### config.mk
export PLATFORM = sky130hd
export DESIGN_NAME = uart_rx_ctrl
export DESIGN_NICKNAME = d
export VERILOG_FILES = /design/src/rtl/uart_rx_pkg.sv /design/src/rtl/edge_bit_counter.sv /design/src/rtl/uart_rx_ctrl.sv
export SDC_FILE = /design/constraint.sdc
export NUM_CORES = 1
export LEC_CHECK = 0
export BUFFER_PORTS_ARGS = -buffer_cell sky130_fd_sc_hd__buf_2
export CORE_MARGIN = 10
export CORE_UTILIZATION = 28
export DETAILED_ROUTE_END_ITERATION = 8
export SLEW_MARGIN = 20
export SYNTH_ARGS = -nofsm -noshare
export SYNTH_HDL_FRONTEND = slang
export SYNTH_SLANG_ARGS = --single-unit
export TNS_END_PERCENT = 10
### constraint.sdc
create_clock -name clk -period 1.9 [get_ports clk]
set_clock_uncertainty 0.15 [all_clocks]
set_input_delay 0.19 -clock clk [delete_from_list [all_inputs] [get_ports clk]]
set_output_delay 0.19 -clock clk [all_outputs]
set_load 0.02 [all_outputs]
### src/rtl/uart_rx_pkg.sv
// ============================================================================
// Module      : uart_rx_pkg
// Description : Shared types and constants for the UART receive sequencer.
// Revision    : 1.0 - initial release
// ============================================================================
`default_nettype none

package uart_rx_pkg;

    localparam int   c_data_width = 8;
    localparam logic c_par_even   = 1'b0;
    localparam logic c_par_odd    = 1'b1;

    typedef enum logic [2:0] {
        ST_IDLE   = 3'd0,
        ST_START  = 3'd1,
        ST_DATA   = 3'd2,
        ST_PARITY = 3'd3,
        ST_STOP   = 3'd4
    } rx_state_t;

endpackage

`default_nettype wire

### src/rtl/edge_bit_counter.sv
// ============================================================================
// Module      : edge_bit_counter
// Description : Oversampling edge counter (0..prescale-1) and data-bit index.
// Revision    : 1.0 - initial release
// ============================================================================
`default_nettype none

module edge_bit_counter #(
    parameter int IDX_WIDTH = 3
) (
    input  logic                 clk,
    input  logic                 rst,
    input  logic [4:0]           prescale,
    input  logic                 en,
    input  logic                 bit_clr,
    input  logic                 bit_inc,
    output logic [4:0]           edge_cnt,
    output logic [IDX_WIDTH-1:0] bit_idx,
    output logic                 bit_end
);

    assign bit_end = (edge_cnt == (prescale - 5'd1));

    // Counter parks at zero while disabled so the first enabled cycle is edge 0.
    always_ff @(posedge clk or posedge rst) begin
        if (rst) begin
            edge_cnt <= 5'd0;
        end else if (!en || bit_end) begin
            edge_cnt <= 5'd0;
        end else begin
            edge_cnt <= edge_cnt + 5'd1;
        end
    end

    always_ff @(posedge clk or posedge rst) begin
        if (rst) begin
            bit_idx <= '0;
        end else if (bit_clr) begin
            bit_idx <= '0;
        end else if (bit_inc) begin
            bit_idx <= bit_idx + 1'b1;
        end
    end

endmodule

`default_nettype wire

### src/rtl/uart_rx_ctrl.sv
// ============================================================================
// Module      : uart_rx_ctrl
// Description : UART receive sequencer: start detect, deserialize, parity/stop.
// Revision    : 1.0 - initial release
// ============================================================================
`default_nettype none

module uart_rx_ctrl
    import uart_rx_pkg::*;
#(
    parameter int DATA_WIDTH = c_data_width
) (
    input  logic                  clk,
    input  logic                  rst,
    input  logic                  RX_IN,
    input  logic [4:0]            prescale,
    input  logic                  PAR_EN,
    input  logic                  PAR_TYP,
    input  logic                  sampled_bit,
    output logic                  data_samp_en,
    output logic [4:0]            edge_cnt,
    output logic [DATA_WIDTH-1:0] P_DATA,
    output logic                  data_valid,
    output logic                  par_err,
    output logic                  stp_err
);

    localparam int                   c_idx_width = $clog2(DATA_WIDTH);
    localparam logic [c_idx_width-1:0] c_last_idx = c_idx_width'(DATA_WIDTH - 1);

    rx_state_t              r_state;
    logic                   r_frame_bad;
    logic                   w_bit_end;
    logic [c_idx_width-1:0] w_bit_idx;
    logic                   w_cnt_en;
    logic                   w_bit_clr;
    logic                   w_bit_inc;

    assign w_cnt_en  = (r_state != ST_IDLE);
    assign w_bit_clr = (r_state == ST_START);
    assign w_bit_inc = (r_state == ST_DATA) && w_bit_end;

    edge_bit_counter #(
        .IDX_WIDTH (c_idx_width)
    ) u_edge_bit_counter (
        .clk      (clk),
        .rst      (rst),
        .prescale (prescale),
        .en       (w_cnt_en),
        .bit_clr  (w_bit_clr),
        .bit_inc  (w_bit_inc),
        .edge_cnt (edge_cnt),
        .bit_idx  (w_bit_idx),
        .bit_end  (w_bit_end)
    );

    always_ff @(posedge clk or posedge rst) begin
        if (rst) begin
            r_state      <= ST_IDLE;
            r_frame_bad  <= 1'b0;
            P_DATA       <= '0;
            data_valid   <= 1'b0;
            par_err      <= 1'b0;
            stp_err      <= 1'b0;
            data_samp_en <= 1'b0;
        end else begin
            data_valid <= 1'b0;
            par_err    <= 1'b0;
            stp_err    <= 1'b0;
            case (r_state)
                ST_IDLE: begin
                    if (!RX_IN) begin
                        r_state      <= ST_START;
                        r_frame_bad  <= 1'b0;
                        data_samp_en <= 1'b1;
                    end
                end
                ST_START: begin
                    // A start bit that does not vote low is treated as line noise.
                    if (w_bit_end) begin
                        if (!sampled_bit) begin
                            r_state <= ST_DATA;
                        end else begin
                            r_state      <= ST_IDLE;
                            data_samp_en <= 1'b0;
                        end
                    end
                end
                ST_DATA: begin
                    if (w_bit_end) begin
                        P_DATA[w_bit_idx] <= sampled_bit;
                        if (w_bit_idx == c_last_idx) begin
                            r_state <= PAR_EN ? ST_PARITY : ST_STOP;
                        end
                    end
                end
                ST_PARITY: begin
                    if (w_bit_end) begin
                        r_state <= ST_STOP;
                        if (sampled_bit != ((^P_DATA) ^ PAR_TYP)) begin
                            r_frame_bad <= 1'b1;
                            par_err     <= 1'b1;
                        end
                    end
                end
                ST_STOP: begin
                    if (w_bit_end) begin
                        stp_err    <= !sampled_bit;
                        data_valid <= sampled_bit && !r_frame_bad;
                        // Line already low here means the next start bit follows immediately.
                        if (!RX_IN) begin
                            r_state     <= ST_START;
                            r_frame_bad <= 1'b0;
                        end else begin
                            r_state      <= ST_IDLE;
                            data_samp_en <= 1'b0;
                        end
                    end
                end
                default: begin
                    r_state      <= ST_IDLE;
                    data_samp_en <= 1'b0;
                end
            endcase
        end
    end

endmodule

`default_nettype wire

# [Yosys cells after proc, flatten, opt, wreduce, memory -nomap -nowiden]
# Cells that the tools add are included.
# Widths: inputs -> output; s select.
[classes] addsub=3 magnitude_cmp=2 eq_ne=16 n_mux=34 n_bitwise=2 reduce_logical=17
[op_table] op="$mux 3" count=9
[op_table] op="$mux 1" count=18
[op_table] op="$pmux 3 s5" count=1
[op_table] op="$reduce_and 6->1" count=2
[op_table] op="$ne 2x2->1 const B" count=5
[op_table] op="$bwmux 8" count=1
[op_table] op="$ne 2x1->1 const B" count=4
[op_table] op="$reduce_xor 8->1" count=1
[op_table] op="$eq 3x2->1 const B" count=2
[op_table] op="$eq 3x3->1 const B" count=2
[op_table] op="$reduce_bool 3->1" count=2
[op_table] op="$add 5x1->5 const B" count=1
[op_table] op="$eq 5x5->1" count=1
[op_table] op="$mux 5" count=1
[op_table] op="$sub 5x1->5 const B" count=1
[op_table] op="$lt 3x4->1 const B" count=1
[op_table] op="$pmux 1 s4" count=1
[op_table] op="$reduce_and 4->1" count=1
[op_table] op="$add 3x1->3 const B" count=1
[op_table] op="$demux 1 s3" count=1
[op_table] op="$eq 3x1->1 const B" count=1
[op_table] op="$ge 3x1->1 const B" count=1
[op_table] op="$logic_and 1x1->1" count=3
[op_table] op="$logic_not 1->1" count=3
[op_table] op="other kinds (10)" count=10
[word_totals] regBits=24 inputBits=11 out_inout_bits=17 word_cells=83

# [Longest topological paths before layout]
# Gate-level depths: netlist (run 1).
[depth] depth_word=6 mapped_depth=8 depth_no_buf=7

# [Modules after synthesis]
# Synthesis (run 1) repeated with hierarchy kept, for this count alone.
[hier_totals] cells_unflattened=140 area_unflattened_um2=1408.9
[modules_own_cells] module="uart_rx_ctrl" instances=1 cells_per_inst=91 area_each_um2=929.6 seq_area_each_um2=400.4
[modules_own_cells] module="edge_bit_counter" instances=1 cells_per_inst=49 area_each_um2=479.2 seq_area_each_um2=200.2

# [Worst setup path after synthesis (run 1)]
# No wires, ideal clock.
[synth_timing] kind="register to register" start="register u_edge_bit_counter.edge_cnt[2]" end="register P_DATA[7]" setup_ps=128 arrival_ps=1634 t_required_ps=1622 path_slack_ps=-12 stages_incl_launch_ff=5 n_path_buf=0 period_less_slack_ps=1912 cell_sequence="dfrtp_1 -> or3_4 -> a21oi_4 -> o2111ai_1 -> mux2_1"
[synth_between] elab_chain_len=2
[synth_lines] item="start, declared" line="edge_bit_counter.sv:17" text="output logic [4:0] edge_cnt,"
[synth_lines] item="start signal, assigned" line="edge_bit_counter.sv:31" text="edge_cnt <= edge_cnt + 5'd1;"
[synth_lines] item="$eq 5x5->1" line="edge_bit_counter.sv:22" text="assign bit_end = (edge_cnt == (prescale - 5'd1));"
[synth_lines] item="$reduce_and 2->1 (no source line)"
[synth_lines] item="end signal, assigned by index" line="uart_rx_ctrl.sv:91" text="P_DATA[w_bit_idx] <= sampled_bit;"
[synth_lines] item="end, declared" line="uart_rx_ctrl.sv:22" text="output logic [DATA_WIDTH-1:0] P_DATA,"
# Every way passes these cells.
# A chain may end at the register's enable or synchronous reset.

# [Final worst setup path (run 1)]
[layout_timing] start="register u_edge_bit_counter.edge_cnt[2]" end="register P_DATA[4]"
# The elaborated chain is that of the path after synthesis.

==> results.md, run 1 <==
- The flow ran to the end, and the final reports show no timing, DRC or antenna violations.
- The post-detailed-route via-to-cell ratio is 5.13.
- The cell type of the slowest stage on the worst timing path is sky130_fd_sc_hd__or3_4.
- The power density normalized to cell area is between 1000 and 1500 nW/um^2.
- For the pin with the worst max-slew slack, the measured transition is between 0.3 and 0.4 ns.
- The clock root buffer is sky130_fd_sc_hd__clkbuf_8.
- Overall power consumption after layout is estimated at 2.05 mW.
- The post-route setup TNS is 0 ns.
- The core region is about 5200 um^2.
- The worst pin sits at a relative slew slack of between 70% and 80%.
- The gate count of the mapped netlist is 149.
- The violation count after the first detailed-routing iteration is roughly 160.
- The number of clock buffers inserted by TritonCTS is 3.
- TritonCTS built the clock tree.
- CTS built an H-tree with a depth of 1.
- The count of max-cap constraint violations is 0.
- In this run, distinct cell masters in the synthesized netlist total between 40 and 50.
- From synthesis to final layout, the design area changed by 33.3%.
- Global routing consumed, on the met1 layer, about an eighth of the routing resources.
- The busiest layer in global routing is met2.
- The share of the synthesized area in the top cell type is around 39%.
- At the end of routability-driven placement, the weighted congestion stood at about 0.84.
- The classification of the worst setup path is reg -> reg.
- Across all layers, the routed design uses 1,384 vias.
- The die outline area is 8830 um^2.
- The critical path capture point type is a flip-flop.
- The type of element launching the critical path is a flip-flop.
- The number of pins with negative max-slew slack in the final report came to 0.
- The number of placement rows is 26.
- The final hold violation count is 0.
- The clock-pin slew on the worst setup and hold paths is 0.09 ns.
- The required time reported for the critical path endpoint is roughly 1.9 ns.
- Global routing used under 10% of the available tracks.
- The post-route netlist has a little under two fifths of its cells at a drive strength greater than 1.
- Setup repair after global routing could not meet its margin everywhere.
- The largest single stage delay on the critical path is about 0.43 ns.
- The sequential area share after synthesis is about two fifths.
- For this run, the number of Yosys warnings is 0.
- The buffer and inverter count on the worst path is 0.
- The overall overflow remaining after global route is 0.
- The library cell with the largest summed area after synthesis is sky130_fd_sc_hd__dfrtp_1.
- The maximum fanout count along the critical path is 4.
- Walking the worst path, the cells encountered are or3_4, a21oi_2, o2111ai_1, mux2_2.
- In this run the deepest clock path goes through 2 buffers.
- The final standard cell area without fillers is 2040 um^2.
- The number of antenna diodes in the final layout is 0.
- The first global-routing pass estimated approximately 6800 um of wire.
- The cell area after placement is 1910 um^2.
- The total clock sinks is 24.
- The detailed-route wire length per cell is 15.0 um.
- The cell family contributing the most delay on the critical path is compound AO/OA/AOI/OAI gates.
- The routing usage on met3 is approximately 2.5%.
- The first detailed-routing pass took 4 iterations.
- The number of enable flip-flop cells after synthesis is 0.
- Summed over all cells, the static leakage comes to 0.977 nW.
- The DRC violation count after routing is 0.
- For this configuration, the core starts out at a cell density of between 20 and 30%.
- The post-synthesis register bit count is 24.
- Entering global routing, the biggest net connects 25 pins.
- From bottom edge to top edge, the die measures between 90 and 100 um.
- The post-detailed-routing wire length is 4050 um.
- 28 I/O pins were placed.
- The number of global-route vias before repair is 1,373.
- Yosys attributes the largest share of cell area to sky130_fd_sc_hd__dfrtp_1, sky130_fd_sc_hd__o2111ai_1, sky130_fd_sc_hd__xnor2_1.
- Setup violations remaining at the end of the flow were counted as 0.
- At the later pin of the worst-skew pair, clock insertion delay measures about 0.28 ns.
- Of all flip-flops after synthesis, the portion carrying an async set or reset was between 90% and 100%.
- The classification of the worst-slack hold path is in -> reg.
- The met2 layer usage reported by global route is around 14%.
- The half-perimeter wire length after placement is between 3000 and 4000 um.
- The number of antenna violations at the first check in global routing was 0.
- The floorplan die width is 94.0 um.
- A synthesized cell averages 10.3 um^2.
- After layout, the minimum clock period comes to approximately 1.8 ns.
- Port buffering added 27 buffers.
- The final critical-path share of the clock period is a little over nine tenths.
- The fmax is ~550 MHz.
- The predominant post-synthesis flop cell is sky130_fd_sc_hd__dfrtp_1.
- The total standard cell area after synthesis is around 1500 um^2.
- IR analysis of the VDD net gives a maximum drop of about 0.00056 V.
- The arrival time at the worst endpoint is 1.84 ns.
- The net count after synthesis is 164.
- Once detail routing completed, the nets flagged for antenna violations numbered 0.
- For this run, the post-layout net count is roughly 220.
sequential cells by signal, indices dropped and copies added (netlist names):
name                         cells
par_err                          1
u_edge_bit_counter.edge_cnt      5
r_state                          3
P_DATA                           8
data_samp_en                     1
u_edge_bit_counter.bit_idx       3
r_frame_bad                      1
stp_err                          1
data_valid                       1
cell usage after synthesis (3+ instances only):
cell type                    n
sky130_fd_sc_hd__dfrtp_1    24
sky130_fd_sc_hd__nand2_1    10
sky130_fd_sc_hd__inv_1       9
sky130_fd_sc_hd__o2111ai_1   9
sky130_fd_sc_hd__xnor2_1     9
sky130_fd_sc_hd__nor3_1      8
sky130_fd_sc_hd__xor2_1      7
sky130_fd_sc_hd__mux2_2      6
sky130_fd_sc_hd__nor2_1      6
sky130_fd_sc_hd__nand3_1     5
sky130_fd_sc_hd__and3_1      4
sky130_fd_sc_hd__ha_1        4
sky130_fd_sc_hd__nor4b_1     4
sky130_fd_sc_hd__o211ai_1    4
sky130_fd_sc_hd__a211o_1     3
sky130_fd_sc_hd__a41oi_1     3
worst min-delay path: cells and delay by family:
family	cells	cell delay, ns
AO/OA/AOI/OAI	2	0.13
buffers and inverters	1	0.09
placed cells by master, fill, tap and decap left out, types with 2 or more instances in the layout:
master / n
sky130_fd_sc_hd__a211o_1: 3
sky130_fd_sc_hd__a31o_2: 2
sky130_fd_sc_hd__a41oi_1: 3
sky130_fd_sc_hd__and3_1: 4
sky130_fd_sc_hd__buf_12: 2
sky130_fd_sc_hd__buf_2: 27
sky130_fd_sc_hd__buf_4: 21
sky130_fd_sc_hd__clkbuf_8: 3
sky130_fd_sc_hd__dfrtp_1: 23
sky130_fd_sc_hd__ha_1: 4
sky130_fd_sc_hd__inv_1: 9
sky130_fd_sc_hd__mux2_1: 2
sky130_fd_sc_hd__mux2_2: 6
sky130_fd_sc_hd__nand2_1: 10
sky130_fd_sc_hd__nand3_1: 5
sky130_fd_sc_hd__nand4_1: 2
sky130_fd_sc_hd__nor2_1: 6
sky130_fd_sc_hd__nor2b_1: 2
sky130_fd_sc_hd__nor3_1: 8
sky130_fd_sc_hd__nor3b_1: 2
sky130_fd_sc_hd__nor4b_2: 3
sky130_fd_sc_hd__o2111ai_1: 8
sky130_fd_sc_hd__o211ai_1: 4
sky130_fd_sc_hd__o21ai_0: 2
sky130_fd_sc_hd__xnor2_1: 9
sky130_fd_sc_hd__xor2_1: 6
final timing paths:
path	startpoint	endpoint	slack [ns]	cells past startpoint
min in group asynchronous	rst	stp_err$_DFF_PP0_	0.34	4
min	RX_IN	r_frame_bad$_DFFE_PP0P_	0.03	3
min reg2reg	r_frame_bad$_DFFE_PP0P_	data_valid$_DFF_PP0_	0.34	1
max	u_edge_bit_counter.edge_cnt[2]$_DFF_PP0_	P_DATA[4]$_DFFE_PP0P_	0.08	4
max reg2reg	u_edge_bit_counter.edge_cnt[2]$_DFF_PP0_	P_DATA[4]$_DFFE_PP0P_	0.08	4
max in group asynchronous	rst	u_edge_bit_counter.edge_cnt[2]$_DFF_PP0_	1.01	4
report_power, final:
| part | switching [mW] | total, mW | internal [mW] |
|---|---|---|---|
| clock network | 0.183 | 0.465 | 0.282 |
| logic | 0.503 | 0.916 | 0.413 |
| registers | 0.0835 | 0.669 | 0.586 |
routing by layer:
layer	vias to the layer above	routed length, um
li1	664	-
met1	666	1910
met2	47	1870
met3	7	218
met4	0	54
met5	-	0
cells by family after synthesis:
logic type,count (synthesis),share of synthesized area [%]
DFF,24,39.2
buffers and inverters,14,4.49
AOI/OAI and AO/OA,30,16.3
and+or+nand+nor,51,19.5
xor gates and xnor gates,17,10.6
muxes,8,5.88
adders and majority gates,5,3.92
stage by stage:
stage | instances | setup WS [ns] | hold slack, ns | util (%)
after detailed placement | 263 | -0.210 | 0.103 | 36.7
after floorplan | 149 | 0.00140 | 0.0546 | -
after CTS | 268 | 0.0399 | 0.0231 | 38.3
final | 270 | 0.0822 | 0.0277 | 39.2
after global routing | 270 | -0.00264 | 0.0580 | 39.2
after global placement | 263 | -0.174 | 0.102 | 36.7
area by class of cell:
cell class                 instances  area [um^2]
fill                             538         3160
tap                               70         87.6
inverter                           9         33.8
clock buffer                       3         41.3
clock inverter                     1         30.0
timing repair buffer              51          343
multi-input combinational        112          903
sequential                        24          602
repair_timing:
| item | 4_1_cts | 5_1_grt |
|---|---|---|
| setup buffers | 0 | 1 |
| hold buffers | 1 | 0 |
| gates resized for setup | 0 | 5 |
| hold endpoints to repair | 24 | 0 |
| endpoints found under the setup margin | 0 | 8 |
(Power assumes the default switching activity.)
==> run 2: changes to the inputs <==
--- a/config.mk
+++ b/config.mk
@@ -5,10 +5,12 @@
 export SDC_FILE = /design/constraint.sdc
 export NUM_CORES = 1
 export LEC_CHECK = 0
-export BUFFER_PORTS_ARGS = -buffer_cell sky130_fd_sc_hd__buf_2
 export CORE_MARGIN = 10
 export CORE_UTILIZATION = 28
 export DETAILED_ROUTE_END_ITERATION = 8
+export DONT_BUFFER_PORTS = 1
+export GPL_TIMING_DRIVEN = 0
+export SKIP_LAST_GASP = 1
 export SLEW_MARGIN = 20
 export SYNTH_ARGS = -nofsm -noshare
 export SYNTH_HDL_FRONTEND = slang
==> results.md, run 2 (synthesized netlist as in run 1, its figures left out) <==
- The part of the total power dissipated in the clock network is between 20% and 30%.
- The register with the most flip-flops in the layout has 8 of them.
- The via total after detailed routing is 1,239.
- The total clock sinks is 24.
- The relative slew slack is between 30 and 40%.
- The tool flagged a number of max-cap violations equal to 0.
- The net switching power figure is between 700 and 800 uW.
- The required time reported for the critical path endpoint is between 1.5 and 2 ns.
- The non-filler instance count after layout is 230.
- The final hold violation count was 0.
- Combinational logic burns between 30% and 40% of the power.
- The largest buffer count on any clock path is 2.
- The die outline area is around 8800 um^2.
- The count of input and output buffers is 0.
- The classification of the worst-slack hold path is in -> reg.
- Sequential cells account for approximately two fifths of the total power.
- The antenna diode count is 0.
- Cells fill between 30% and 40% of the core in the end.
- The final critical delay including setup and external delays is between 1.5 and 2 ns.
- At the later pin of the worst-skew pair, clock insertion delay measures 0.27 ns.
- The clock root buffer is sky130_fd_sc_hd__clkbuf_8.
- The half-perimeter wire length after placement is 2730 um.
- After global routing the overflow that remains totals 0.
- The net switching fraction of the power is 40.2%.
- The final estimated routing congestion in global placement is roughly 0.89.
- The layout cell share with drive strength beyond 1 is a little over a quarter.
- The area growth from synthesis to layout is 19.8%.
- The highest ir drop seen on vdd is 0.000518 V.
- The run finished, with violations left.
- The global-route total usage across every layer is a little under a tenth.
- In this run, CTS created clock tree buffers numbering 3.
- The number of placement rows is 26.
- In the layout the commonest cells are sky130_fd_sc_hd__dfrtp_1, sky130_fd_sc_hd__nand2_1, sky130_fd_sc_hd__nor3_1, sky130_fd_sc_hd__inv_1, sky130_fd_sc_hd__o2111ai_1.
- The remaining antenna violation count after routing is 0.
- The global-route wire length before repair is 6510 um.
- The number of pins with negative max-slew slack in the final report was 0.
- Once the floorplan was initialized, standard cells occupied roughly 30% of the core.
- The checks that failed: negative setup slack.
- Clock-pin slew was measured on the worst setup and hold paths at about 0.090 ns.
- For this run, the post-layout net count is about 180.
- The maximum level of the CTS H-tree is 1.
- In the final routed layout, each cell accounts on average for around 17 um.
- Setup violations remaining at the end of the flow were counted as 10.
- The number of global-route vias before repair is approximately 1,200.
- 28 I/O pins were placed.
- The most common cell after layout, fill and taps aside is sky130_fd_sc_hd__dfrtp_1.
- In this run, the number of DRC markers left after iteration 0 of detailed routing was 133.
- TritonCTS built the clock tree.
- The number of cells on the worst reg-to-reg path is 4.
- The critical path is of the reg -> reg type.
- Internal power comes to approximately 1.2 mW.
- Ranked by flip-flop count, first place goes to P_DATA.
- The maximum fanout count along the critical path is 7.
- The power density normalized to cell area is between 1000 and 1500 nW/um^2.
- The post-detailed-routing wire length is roughly 3900 um.
- The die is around 94 um tall.
- The post-detailed-route via-to-cell ratio is approximately 5.4.
- The total power draw is just under 2 mW.
- The number of optimization iterations in the first detailed-route pass is 5.
- In this run the horizontal extent of the chip is 94.0 um.
- The final critical-path share of the clock period is 103%.
- Derived from the worst setup path, the maximum achievable clock frequency is about 510 MHz.
- The final critical-path setup slack is -0.0603 ns.
- The static power due to leakage is 0.778 nW.
- The largest net degree at the start of global routing is 25.
- Setup repair after global routing could not meet its margin everywhere.
- The slew of the pin with the lowest slew margin is between 0.9 and 1 ns.
- STA classifies the critical path startpoint as a flip-flop.
- In the routed design, unresolved DRC markers number 0.
- Counting instances, the worst hold path has a depth of 3.
- The largest registers in the layout are P_DATA (8), u_edge_bit_counter.edge_cnt (5).
- The number of antenna violations at the first check in global routing is 0.
- The critical path capture point type is a flip-flop.
- The core outline area is 5200 um^2.
- The post-placement cell count is between 200 and 250.
- The arrival time at the worst endpoint is 1.97 ns.
run 2: cell count changes in the layout (fill, tap and decap cells not counted), moves of 3 or more:
cell                      change
sky130_fd_sc_hd__buf_2       -26
sky130_fd_sc_hd__xnor2_1      -3
sky130_fd_sc_hd__dfrtp_1      -4
sky130_fd_sc_hd__dfrtp_2      +4
sky130_fd_sc_hd__buf_4       -18
sky130_fd_sc_hd__xnor2_2      +3
run 2: power groups by stage:
stage / Combinational (mW) / Clock (mW) / Sequential, mW
6_report: 0.724 / 0.459 / 0.768
5_1_grt: 0.800 / 0.485 / 0.784
4_1_cts: 0.700 / 0.469 / 0.773
3_5_place_dp: 0.630 / 0 / 0.776
3_3_place_gp: 0.625 / 0 / 0.773
2_1_floorplan: 0.503 / 0 / 0.739
run 2: area by class of cell:
cell class                 instances  area, um^2
buffer                             5        35.0
clock buffer                       3        41.3
clock inverter                     1        30.0
fill                             542        3370
inverter                           9        33.8
multi-input combinational        112         947
sequential                        24         607
tap                               70        87.6
timing repair buffer               6        52.6
run 2: worst max-delay path: stages, from the launching register on:
cell	delay, ns
sky130_fd_sc_hd__dfrtp_2	0.51
sky130_fd_sc_hd__or3_4	0.45
sky130_fd_sc_hd__a21oi_2	0.27
sky130_fd_sc_hd__o2111ai_1	0.17
sky130_fd_sc_hd__mux2_2	0.29
run 2: worst paths after layout:
check                                                               from                                         to  slack [ns]
worst max-delay path            u_edge_bit_counter.edge_cnt[2]$_DFF_PP0_                      P_DATA[4]$_DFFE_PP0P_       -0.06
worst min-delay path                                               RX_IN                     r_state[0]$_DFFE_PP0P_        0.03
worst max register to register  u_edge_bit_counter.edge_cnt[2]$_DFF_PP0_                      P_DATA[4]$_DFFE_PP0P_       -0.06
worst min register to register                   r_frame_bad$_DFFE_PP0P_                       data_valid$_DFF_PP0_        0.34
max in group asynchronous                                            rst   u_edge_bit_counter.edge_cnt[0]$_DFF_PP0_        0.58
min in group asynchronous                                            rst  u_edge_bit_counter.bit_idx[2]$_DFFE_PP0P_        0.41
run 2: through the flow:
| stage | setup TNS (ns) | setup slack, ns | hold WS [ns] | area (um^2) |
|---|---|---|---|---|
| detailed placement | -1.34 | -0.195 | 0.187 | 1620 |
| CTS | -0.529 | -0.0568 | 0.0325 | 1800 |
| floorplan | 0 | 0.00140 | 0.0546 | 1530 |
| global route | -1.29 | -0.123 | 0.0422 | 1830 |
| global placement | -1.27 | -0.224 | 0.194 | 1620 |
| finish | -0.426 | -0.0603 | 0.0311 | 1830 |
run 2: timing repair:
| action | 4_1_cts | 5_1_grt |
|---|---|---|
| setup buffers | 2 | 1 |
| hold endpoints to repair | 26 | 0 |
| cloned | 1 | 0 |
| pin swaps | 5 | 1 |
| hold buffers | 3 | 0 |
| endpoints found under the setup margin | 20 | 23 |
| resized for setup | 13 | 4 |
run 2: layer usage:
| layer | global-route usage [%] | vias up | routed length, um |
|---|---|---|---|
| met5 | 0 | - | 0 |
| li1 | - | 588 | - |
| met4 | 2.53 | 0 | 93 |
| met3 | 2.96 | 10 | 238 |
| met2 | 14.1 | 43 | 1820 |
| met1 | 11.6 | 598 | 1710 |
==> run 3: changes to the inputs <==
--- a/config.mk
+++ b/config.mk
@@ -6,10 +6,11 @@
 export NUM_CORES = 1
 export LEC_CHECK = 0
 export CORE_MARGIN = 10
-export CORE_UTILIZATION = 28
+export CORE_UTILIZATION = 60
 export DETAILED_ROUTE_END_ITERATION = 8
 export DONT_BUFFER_PORTS = 1
 export GPL_TIMING_DRIVEN = 0
+export PLACE_DENSITY = 0.76
 export SKIP_LAST_GASP = 1
 export SLEW_MARGIN = 20
 export SYNTH_ARGS = -nofsm -noshare
==> constraint.sdc (replaced) <==
create_clock -name clk -period 2.47 [get_ports clk]
set_clock_uncertainty 0.15 [all_clocks]
set_input_delay 0.247 -clock clk [delete_from_list [all_inputs] [get_ports clk]]
set_output_delay 0.247 -clock clk [all_outputs]
set_load 0.02 [all_outputs]
==> results.md, run 3 (synthesized netlist as in run 1, its figures left out) <==
- The worst setup path is launched from a flip-flop.
- Setup repair after global routing left no endpoint under its margin.
- The largest buffer count on any clock path is 2.
- In the final routed layout, each cell accounts on average for roughly 19 um.
- The layout cell share with drive strength beyond 1 is between 10% and 20%.
- The run finished with clean final reports.
- The initial standard-cell utilization of the core is ~62%.
- The clock latency of the later-clocked register in the worst-skew pair is 0.31 ns.
- The largest registers in the layout are P_DATA (8), u_edge_bit_counter.edge_cnt (5).
- Counting the buffers created by CTS gives 3.
- The number of cells on the worst hold path is 3.
- The core outline area is roughly 2500 um^2.
- After routing, the total negative slack on setup checks comes to 0 ns.
- The final critical-path share of the clock period is a little under nine tenths.
- In this run the register-to-register setup slack is between 0.3 and 0.4 ns.
- The largest net degree at the start of global routing is 25.
- The tool flagged a number of max-cap violations equal to 0.
- The die covers about 5000 um^2.
- The number of placement rows is 18.
- In this run the critical register-to-register path is captured at P_DATA[0]$_DFFE_PP0P_.
- After routing the design area is roughly 1600 um^2.
- In this run the cell area measured after placement is between 1500 and 2000 um^2.
- The post-CTS setup buffer count is 0.
- In this run the count of I/O pins placed on the die edge is 28.
- The area growth from synthesis to layout is 5.88%.
- The number of antenna diodes in the final layout is 0.
- In this run the static leakage power is 0.729 nW.
- At the pin with the least slew margin, the transition time is around 0.90 ns.
- Global routing finished with a remaining overflow of 0.
- The number of pins with negative max-slew slack in the final report was 0.
- The clock-pin slew on the worst setup and hold paths is 0.12 ns.
- The classification of the worst setup path is reg -> reg.
- The number of antenna violations at the first check in global routing is 0.
- The critical path capture point type is a flip-flop.
- The final standard cell utilization of the core is about two thirds.
- The smallest hold slack is between 0.04 and 0.05 ns.
- Detailed placement ended at an HPWL of 2640 um.
- The clock tree from TritonCTS is done.
- The filler cell count in the final layout is roughly 200.
- After the first detailed-routing iteration, the DRC count stood at between 60 and 70.
- The post-detailed-routing wire length is 3470 um.
- Setup violations remaining at the end of the flow were counted as 0.
- The classification of the worst-slack hold path is in -> reg.
- For this run, the post-layout net count is between 150 and 200.
- The endpoint of the worst hold path is r_state[0]$_DFFE_PP0P_.
- The die is approximately 71 um wide.
- The maximum fanout count along the critical path is 10.
- At the end of routability-driven placement, the weighted congestion stood at between 0.9 and 1.
- The post-detailed-route via-to-cell ratio is 6.59.
- The number of global-route vias before repair is 1,261.
- The via total after detailed routing is approximately 1,200.
- The DRC violation count after routing is 0.
- For this run, the top clock speed supported by timing is 470 MHz.
- The global-route wire length before repair is ~6100 um.
- For this design the ratio of total power to cell area is approximately 760 nW/um^2.
- IR analysis of the VDD net gives a maximum drop of ~0.00054 V.
- The worst hold path begins at RX_IN.
- Measured in cells, the most critical reg-to-reg path has a length of 6.
- In this run the vertical extent of the chip is just over 70 um.
- CTS placed an instance of sky130_fd_sc_hd__clkbuf_4 at the clock tree root.
- CTS built an H-tree with a depth of 1.
- The register with the most flip-flops in the layout has 8 of them.
- The count of buffers added on input and output ports is 0.
- The final hold violation count is 0.
- The total clock sinks is 24.
- Leaving out fill and tap cells, the most frequent cells in the layout are sky130_fd_sc_hd__dfrtp_1, sky130_fd_sc_hd__nand2_1, sky130_fd_sc_hd__xnor2_1, sky130_fd_sc_hd__inv_1, sky130_fd_sc_hd__o2111ai_1.
- Leaving out fill and tap cells, the most frequent cell in the layout is sky130_fd_sc_hd__dfrtp_1.
- The startpoint identified for the worst register-to-register timing path is r_state[0]$_DFFE_PP0P_.
- The global-route total usage across every layer is 14.4%.
- Headroom to the max-slew limit came out at between 30% and 40%.
- The most flop-heavy register is P_DATA.
- The clock period could shrink to approximately 2.1 ns.
- Data arrives at the worst endpoint at 2.18 ns.
- The remaining antenna violation count after routing is 0.
- At the worst endpoint, the required time is around 2.5 ns.
- The number of optimization iterations in the first detailed-route pass is 4.
[run 3: changes by cell type in the layout (fill, tap and decap cells not counted), moves of 2 or more]
cell	previous run	this run
sky130_fd_sc_hd__dfrtp_1	19	24
sky130_fd_sc_hd__nor4b_2	3	0
sky130_fd_sc_hd__dfrtp_2	5	0
sky130_fd_sc_hd__nor4b_1	1	4
sky130_fd_sc_hd__clkbuf_4	0	3
sky130_fd_sc_hd__xnor2_2	3	0
sky130_fd_sc_hd__o2111ai_1	7	9
sky130_fd_sc_hd__buf_4	3	0
sky130_fd_sc_hd__o2111ai_2	2	0
sky130_fd_sc_hd__xnor2_1	6	9
sky130_fd_sc_hd__clkbuf_8	3	0
[run 3: layer usage]
metal | share of wire [%] | GRT usage (%) | vias to the layer above | wire [um]
met5 | 0 | 0 | - | 0
met4 | 1.8 | 5.70 | 0 | 63
met3 | 8.6 | 4.52 | 8 | 298
met2 | 49 | 24.0 | 40 | 1710
met1 | 40 | 16.8 | 598 | 1400
li1 | - | - | 573 | -
[run 3: critical path, cell delays in order (launching register included)]
cell and delay (ns):
sky130_fd_sc_hd__dfrtp_1 0.37, sky130_fd_sc_hd__buf_2 0.17, sky130_fd_sc_hd__inv_1 0.22, sky130_fd_sc_hd__nand2_1 0.15, sky130_fd_sc_hd__nor4b_1 0.46, sky130_fd_sc_hd__o2111ai_1 0.20
sky130_fd_sc_hd__mux2_2 0.31
[run 3: metrics by stage]
stage	instances	setup WS, ns	power, mW
after floorplan	149	0.514	0.954
after global placement	179	0.367	1.06
after detailed placement	179	0.359	1.07
after CTS	185	0.332	1.24
after global routing	185	0.203	1.33
final	185	0.343	1.24
[run 3: report_power, final]
part	switching [mW]	internal [mW]	leakage, nW	total (mW)
sequential	0.127	0.454	0.321	0.581
combinational	0.297	0.188	0.394	0.485
clock	0.112	0.0570	0.0138	0.169
[run 3: worst max-delay path by stage]
stage                           start                    end  slack [ns]  cells past startpoint
6_report       r_state[0]$_DFFE_PP0P_  P_DATA[0]$_DFFE_PP0P_        0.34                      6
4_1_cts        r_state[0]$_DFFE_PP0P_  P_DATA[0]$_DFFE_PP0P_        0.33                      6
5_1_grt        r_state[0]$_DFFE_PP0P_  P_DATA[0]$_DFFE_PP0P_        0.20                      6
2_1_floorplan             prescale[0]  P_DATA[7]$_DFFE_PP0P_        0.51                      7
3_5_place_dp   r_state[0]$_DFFE_PP0P_  P_DATA[0]$_DFFE_PP0P_        0.36                      6
3_3_place_gp   r_state[0]$_DFFE_PP0P_  P_DATA[4]$_DFFE_PP0P_        0.37                      6
[run 3: timing repair]
item                                   CTS  global route
hold buffers                             3             0
gates resized for setup                  0             0
endpoints found under the hold margin   26             0
[run 3: cell type report]
type	count	area, um^2	share of cell area, %
well taps	30	37.5	2.31
flip-flops and latches	24	601	37.0
clock buffers	3	22.5	1.39
inverters	9	33.8	2.08
multi-input cells	111	862	53.2
repair buffers	3	30.0	1.85
plain buffers	5	35.0	2.16
